`config.mk`:
```
export PLATFORM = sky130hd
export DESIGN_NAME = mpf_burst_reader_sm
export DESIGN_NICKNAME = d
export VERILOG_FILES = /design/src/rtl/mpf_burst_reader_sm.sv
export SDC_FILE = /design/constraint.sdc
export NUM_CORES = 1
export LEC_CHECK = 0
export BUFFER_PORTS_ARGS = -buffer_cell sky130_fd_sc_hd__buf_2
export CAP_MARGIN = 20
export CORE_AREA = 2 2 291 293
export DETAILED_ROUTE_END_ITERATION = 6
export DIE_AREA = 0 0 293 295
export GPL_ROUTABILITY_DRIVEN = 0
export GPL_TIMING_DRIVEN = 0
export SLEW_MARGIN = 10
export SYNTH_ARGS = -nofsm -noshare
export SYNTH_HDL_FRONTEND = slang
export SYNTH_SLANG_ARGS = --single-unit
export TNS_END_PERCENT = 5
```
`constraint.sdc`:
```
create_clock -name clk -period 12.28 [get_ports clk]
set_input_delay 0 -clock clk [delete_from_list [all_inputs] [get_ports clk]]
set_output_delay 0 -clock clk [all_outputs]
set_load 0.01 [all_outputs]
```
`src/rtl/mpf_burst_reader_sm.sv`:
```
// MPF c0 read engine: streams data_length lines from a VA into a local buffer, 1-cycle registered request path,
// holds issue while c0TxAlmFull, buffer space, the in-flight cap or the throttle slot say no.
package mpf_burst_reader_pkg;
  typedef logic [41:0] t_cci_clAddr;

  localparam logic [3:0] eREQ_RDLINE_I = 4'h0;
  localparam logic [3:0] eREQ_RDLINE_S = 4'h1;
  localparam logic [3:0] eRSP_RDLINE   = 4'h0;
  localparam logic [1:0] eVC_VA        = 2'b00;

  typedef struct packed {
    logic addrIsVirtual;
    logic mapVAtoPhysChannel;
    logic checkLoadStoreOrder;
  } t_cci_mpf_ReqMemHdrExt;

  typedef struct packed {
    logic [1:0]  vc_sel;
    logic [1:0]  rsvd1;
    logic [1:0]  cl_len;
    logic [3:0]  req_type;
    logic [5:0]  rsvd0;
    t_cci_clAddr address;
    logic [15:0] mdata;
  } t_cci_c0_ReqMemHdr;

  typedef struct packed {
    t_cci_mpf_ReqMemHdrExt ext;
    t_cci_c0_ReqMemHdr     base;
  } t_cci_mpf_c0_ReqMemHdr;

  localparam int CCI_MPF_C0TX_MEMHDR_WIDTH = $bits(t_cci_mpf_c0_ReqMemHdr);

  typedef struct packed {
    logic [1:0]  vc_used;
    logic        rsvd1;
    logic        hit_miss;
    logic [1:0]  rsvd0;
    logic [1:0]  cl_num;
    logic [3:0]  resp_type;
    logic [15:0] mdata;
  } t_ccip_c0_RspMemHdr;

  typedef struct packed {
    t_ccip_c0_RspMemHdr hdr;
    logic [511:0]       data;
    logic               rspValid;
    logic               mmioRdValid;
    logic               mmioWrValid;
  } t_if_ccip_c0_Rx;

  function automatic logic cci_c0Rx_isReadRsp(input t_if_ccip_c0_Rx r);
    return r.rspValid && (r.hdr.resp_type == eRSP_RDLINE);
  endfunction
endpackage

module mpf_burst_reader_sm
  import mpf_burst_reader_pkg::*;
#(
  parameter int MAX_CL_LEN      = 4,
  parameter int MAX_OUTSTANDING = 32,
  parameter int THROTTLE_PERIOD = 8,
  parameter int BUF_CNT_W       = 7
) (
  input  logic                                 clk,
  input  logic                                 reset,
  input  logic                                 run,
  input  logic                                 abort,
  input  logic [63:0]                          data_length,
  input  t_cci_clAddr                          first_clAddr,
  output logic                                 done,
  output logic                                 aborted,
  input  logic                                 c0TxAlmFull,
  output logic                                 c0TxValid,
  output logic [CCI_MPF_C0TX_MEMHDR_WIDTH-1:0] reqMemHdr,
  input  t_if_ccip_c0_Rx                       c0Rx,
  output logic                                 buffer_wr_enable,
  input  logic [BUF_CNT_W-1:0]                 buf_free
);
  localparam int IF_W  = $clog2(MAX_OUTSTANDING + 1);
  localparam int THR_W = (THROTTLE_PERIOD > 1) ? $clog2(THROTTLE_PERIOD) : 1;
  localparam int CMP_W = ((IF_W > BUF_CNT_W) ? IF_W : BUF_CNT_W) + 1;

  typedef enum logic [1:0] {IDLE, RUN, DRAIN} state_t;

  state_t                state;
  t_cci_clAddr           next_addr;
  logic [63:0]           issued;
  logic [63:0]           received;
  logic [IF_W-1:0]       in_flight;
  logic [THR_W-1:0]      thr;
  logic                  aborted_flag;

  logic [63:0]           remaining;
  logic [2:0]            len;
  logic [CMP_W-1:0]      need;
  logic                  issue;
  logic                  beat;
  logic                  beat_cnt;
  logic [IF_W-1:0]       in_flight_nxt;
  t_cci_mpf_c0_ReqMemHdr hdr;
  logic                  unused_rx;

  assign unused_rx = ^c0Rx;

  always_comb begin
    remaining = data_length - issued;
    if (MAX_CL_LEN >= 4 && remaining >= 64'd4 && next_addr[1:0] == 2'b00)
      len = 3'd4;
    else if (MAX_CL_LEN >= 2 && remaining >= 64'd2 && !next_addr[0])
      len = 3'd2;
    else
      len = 3'd1;

    need  = CMP_W'(in_flight) + CMP_W'(len);
    // remaining==0 keeps the len=1 fallback from issuing past the end of the job
    issue = (state == RUN) && !abort && (thr == '0) && !c0TxAlmFull &&
            (remaining != 64'd0) &&
            (need <= CMP_W'(buf_free)) && (need <= CMP_W'(MAX_OUTSTANDING));

    // beats with nothing outstanding, or arriving while idle, belong to no job
    beat     = cci_c0Rx_isReadRsp(c0Rx) && (state != IDLE);
    beat_cnt = beat && (in_flight != '0);

    in_flight_nxt = in_flight;
    if (issue)    in_flight_nxt = in_flight_nxt + IF_W'(len);
    if (beat_cnt) in_flight_nxt = in_flight_nxt - IF_W'(1);

    hdr                        = '0;
    hdr.ext.addrIsVirtual      = 1'b1;
    hdr.ext.mapVAtoPhysChannel = 1'b1;
    hdr.base.vc_sel            = eVC_VA;
    hdr.base.cl_len            = 2'(len - 3'd1);
    hdr.base.req_type          = eREQ_RDLINE_I;
    hdr.base.address           = next_addr;
    hdr.base.mdata             = '0;
  end

  assign done             = (state == IDLE);
  assign aborted          = (state == IDLE) && aborted_flag;
  assign buffer_wr_enable = beat && !aborted_flag;

  always_ff @(posedge clk or negedge reset) begin
    if (!reset) begin
      state        <= IDLE;
      next_addr    <= '0;
      issued       <= '0;
      received     <= '0;
      in_flight    <= '0;
      thr          <= '0;
      aborted_flag <= 1'b0;
      c0TxValid    <= 1'b0;
      reqMemHdr    <= '0;
    end else begin
      c0TxValid <= issue;
      if (issue) begin
        reqMemHdr <= hdr;
        next_addr <= next_addr + t_cci_clAddr'(len);
        issued    <= issued + 64'(len);
      end
      if (beat_cnt) received <= received + 64'd1;
      in_flight <= in_flight_nxt;

      if (state == RUN)
        thr <= (thr == THR_W'(THROTTLE_PERIOD - 1)) ? '0 : thr + THR_W'(1);
      else
        thr <= '0;

      case (state)
        IDLE: begin
          if (run) begin
            state        <= RUN;
            next_addr    <= first_clAddr;
            issued       <= '0;
            received     <= '0;
            in_flight    <= '0;
            thr          <= '0;
            aborted_flag <= 1'b0;
          end
        end
        RUN: begin
          if (abort) begin
            aborted_flag <= 1'b1;
            state        <= DRAIN;
          end else if (issued == data_length) begin
            state <= (in_flight == '0 && received == data_length) ? IDLE : DRAIN;
          end
        end
        DRAIN: begin
          if (in_flight == '0 && (aborted_flag || received == data_length))
            state <= IDLE;
        end
        default: state <= IDLE;
      endcase
    end
  end
endmodule

```
==> summary.md <==
| Metric | Value |
|---|---|
| Fin util | `0.283` |
| Yosys warnings | `0` |
| Vias per cell | `5.54` |
| P per Cell Area | `147 nW/um2` |
| Worst slack at placement | `1.15 ns` |
| Site row count | `106` |
| Slew headroom | `0.107` |
| Final setup fails | `0` |
| Worst min-delay path class | `input pin to flop` |
| Share of post-route cells with drive strength above 1 | `0.122` |
| Final Hold Violating Endpoints | `0` |
| Worst Setup End Kind | `flop` |
| Inserted Clock Buffers | `28` |
| VDD IR max | `0.000109 V` |
| P_leak | `9.79 nW` |
| IO Count | `742` |
| M1 wire length | `35,300 um` |
| Post-synthesis cell count | `2,535` |
| Final worst slack | `0.803 ns` |
| Setup TNS | `0 ns` |
| IO Port Bufs | `172` |
| Die ar. | `86,400 um2` |
| Most common cell after layout, fill and taps aside | `nand2_1` |
| DRT antenna net count | `0` |
| Vias in the first global route | `20.1k` |
| Sink Count | `228` |
| RSZ-0062 raised after global routing | `false` |
| Area Overhead vs Synth | `20.2%` |
| Largest buffer count on any clock path | `3` |
| Sequential-to-total area share from yosys stat | `0.292` |
| H-tree Lvls | `1` |
| Pins over their slew limit | `0` |
| Highest routed layer | `met5` |
| Congestion Overflow GR | `0` |
| Worst-skew pair later-pin latency | `0.60 ns` |
| CTS tree | `done` |
| Worst Max-Slew Pin Slew | `1.33 ns` |
| Area of the core | `83,200 um2` |
| Die height | `295 um` |
| Hold-fix buffers, CTS | `49` |
| Max Clock Freq | `87.1 MHz` |
| Main synth FF type | `dfrtp_1` |
| Worst EP arrival | `11.95 ns` |
| Setup Buffers After CTS | `0` |
| Syn avg cell area | `7.71 um2` |
| GRT Overall Usage | `0.188` |
| Status | `complete, no violations` |
| Routed vias | `21.8k` |
| WL met3 | `8790 um` |
| Yosys cell types | `88` |
| First-pass GRT wire length | `125,000 um` |
| Initial antenna violation count | `12` |
| Worst path max stage delay | `0.99 ns` |
| Crit-path most repeated cell | `o21a_1` |
| Synth Cell Area | `19,500 um2` |
| Async set or reset register ratio after synthesis | `1.00` |
| Final setup skew | `0.0329 ns` |
| Wire per inst | `21.7 um` |
| Starting Density | `0.235` |
| Die width | `293 um` |
| Initial DRC count | `2,974` |
| Startpoint Class | `flop` |
| DRT Pass-1 Iters | `7` |
| WL final | `85,500 um` |
| Most frequent cells in the layout | `436 x nand2_1, 228 x dfrtp_1, 205 x buf_2` |
| Largest net degree at the start of global routing | `84` |
| CP max-delay cell | `a2111oi_2` |
| Metal2 WL | `36,200 um` |
| Clock-pin transition on the worst setup and hold timing paths | `0.07 ns` |
| Fin crit period | `11.48 ns` |
| Post-DP HPWL | `68,100 um` |
| Final Net Count | `3,572` |
| Crit path max fanout | `10` |
| Max_cap viols | `0` |
| Data required, critical path | `12.75 ns` |
| CTS resizes | `0` |
| Clk root buf | `clkbuf_16` |
| Fin crit share | `0.935` |
| Synth Register Bits | `228` |
| Type of the worst setup path | `flop to flop` |
| DR DRC count | `0` |
| Number of synthesized flops with an enable pin | `0` |
[final timing paths]
check                      depth (start not counted)                        end  slack [ns]                      start
setup / recovery                                  37     in_flight[4]$_DFF_PN0_        0.80        issued[4]$_DFF_PN0_
hold / removal                                     6     in_flight[4]$_DFF_PN0_        0.04                c0TxAlmFull
setup reg to reg                                  37     in_flight[4]$_DFF_PN0_        0.80        issued[4]$_DFF_PN0_
hold reg to reg                                    2  reqMemHdr[56]$_DFFE_PN0N_        0.46  reqMemHdr[56]$_DFFE_PN0N_
max in group asynchronous                          5     received[62]$_DFF_PN0_       10.63                      reset
min in group asynchronous                          3     next_addr[0]$_DFF_PN0_        0.44                      reset
[cell type report]
type	count	area, um2
Buffer	176	862
Tap cell	1080	1350
Clock inverter	14	149
Fill cell	8976	59700
Inverter	115	432
Sequential cell	228	5710
Multi-Input combinational cell	2046	12700
Timing Repair Buffer	228	1460
Antenna cell	13	32.5
Clock buffer	38	828
[where the power goes]
group          internal [mW]  switching (mW)  leakage (nW)
sequential             0.893           0.140          2.93
clock                  0.516           0.365         0.487
combinational          0.525            1.02          6.38
[worst max-delay path, delay by kind of cell, from the launching register on]
family,cells,cell delay (ns)
DFF,1,0.45
xor gates and xnor gates,1,0.51
and+or+nand+nor,8,2.09
muxes,1,0.24
AOI/OAI and AO/OA,17,4.97
buffers and inverters,6,1.90
adders and majority gates,4,1.16
[logic make-up (layout without fill, tap and decap cells)]
logic type | Yosys count | after routing | share of synthesized area
AND/OR/NAND/NOR | 1132 | 1132 | 0.281
AO/OA/AOI/OAI | 617 | 617 | 0.221
buffers and inverters | 291 | 571 | 0.0662
flip-flops | 228 | 228 | 0.292
XOR/XNOR | 139 | 139 | 0.0623
adder cells (fa/ha/maj) | 88 | 88 | 0.0579
multiplexers | 39 | 39 | 0.0202
other | 1 | 44 | 0.000192
[synthesized netlist by cell type (10+ instances only)]
cell       count  area [um2]
xor2_1        84         736
or3_1         36         225
o21ai_0       95         475
nand2_1      436        1640
a211oi_1      13        97.6
a31oi_1       27         169
nand4_1      111         694
nor3_1        52         260
xnor2_1       55         482
a211o_1       10        87.6
and3_1        39         244
buf_2         32         160
or2_2         14        87.6
o41ai_1       41         359
o31ai_1       11        82.6
nor2b_1       11        68.8
and4_1        14         123
mux2i_1       35         350
o211ai_1      52         390
nor2_1       184         691
o311ai_0      46         403
o21a_1        29         218
a22oi_1       11        82.6
and2_1        13        81.3
ha_1          84        1050
a21oi_1      150         751
dfrtp_1      228        5710
nand3_1      103         515
a21o_1        20         150
nand2b_1      13        81.3
clkbuf_1      95         357
nor4_1        56         350
buf_4         39         293
o2111ai_1     11        96.3
inv_1        115         432
or4_1         18         135
[state kept, by name (all words and copies together), names as in the netlist]
name,cells
state,2
next_addr,42
reqMemHdr,45
in_flight,6
issued,64
c0TxValid,1
thr,3
aborted_flag,1
received,64
[per-stage QoR]
stage	total power, mW	instance area (um2)	hold slack (ns)	std cells
floorplan	1.96	19700	-0.296	2565
global placement	2.49	21900	0.228	3817
detailed placement	2.52	22000	0.0126	3822
CTS	3.42	23400	0.0281	3923
global route	3.64	23500	0.0691	3935
finish	3.45	23500	0.0377	3938
[per-layer routing]
layer	vias up	global-route usage
met4	4	0.102
met1	10400	0.250
met5	-	0
li1	9860	-
met3	266	0.0481
met2	1258	0.279
Power figures use the tool's default switching activity.
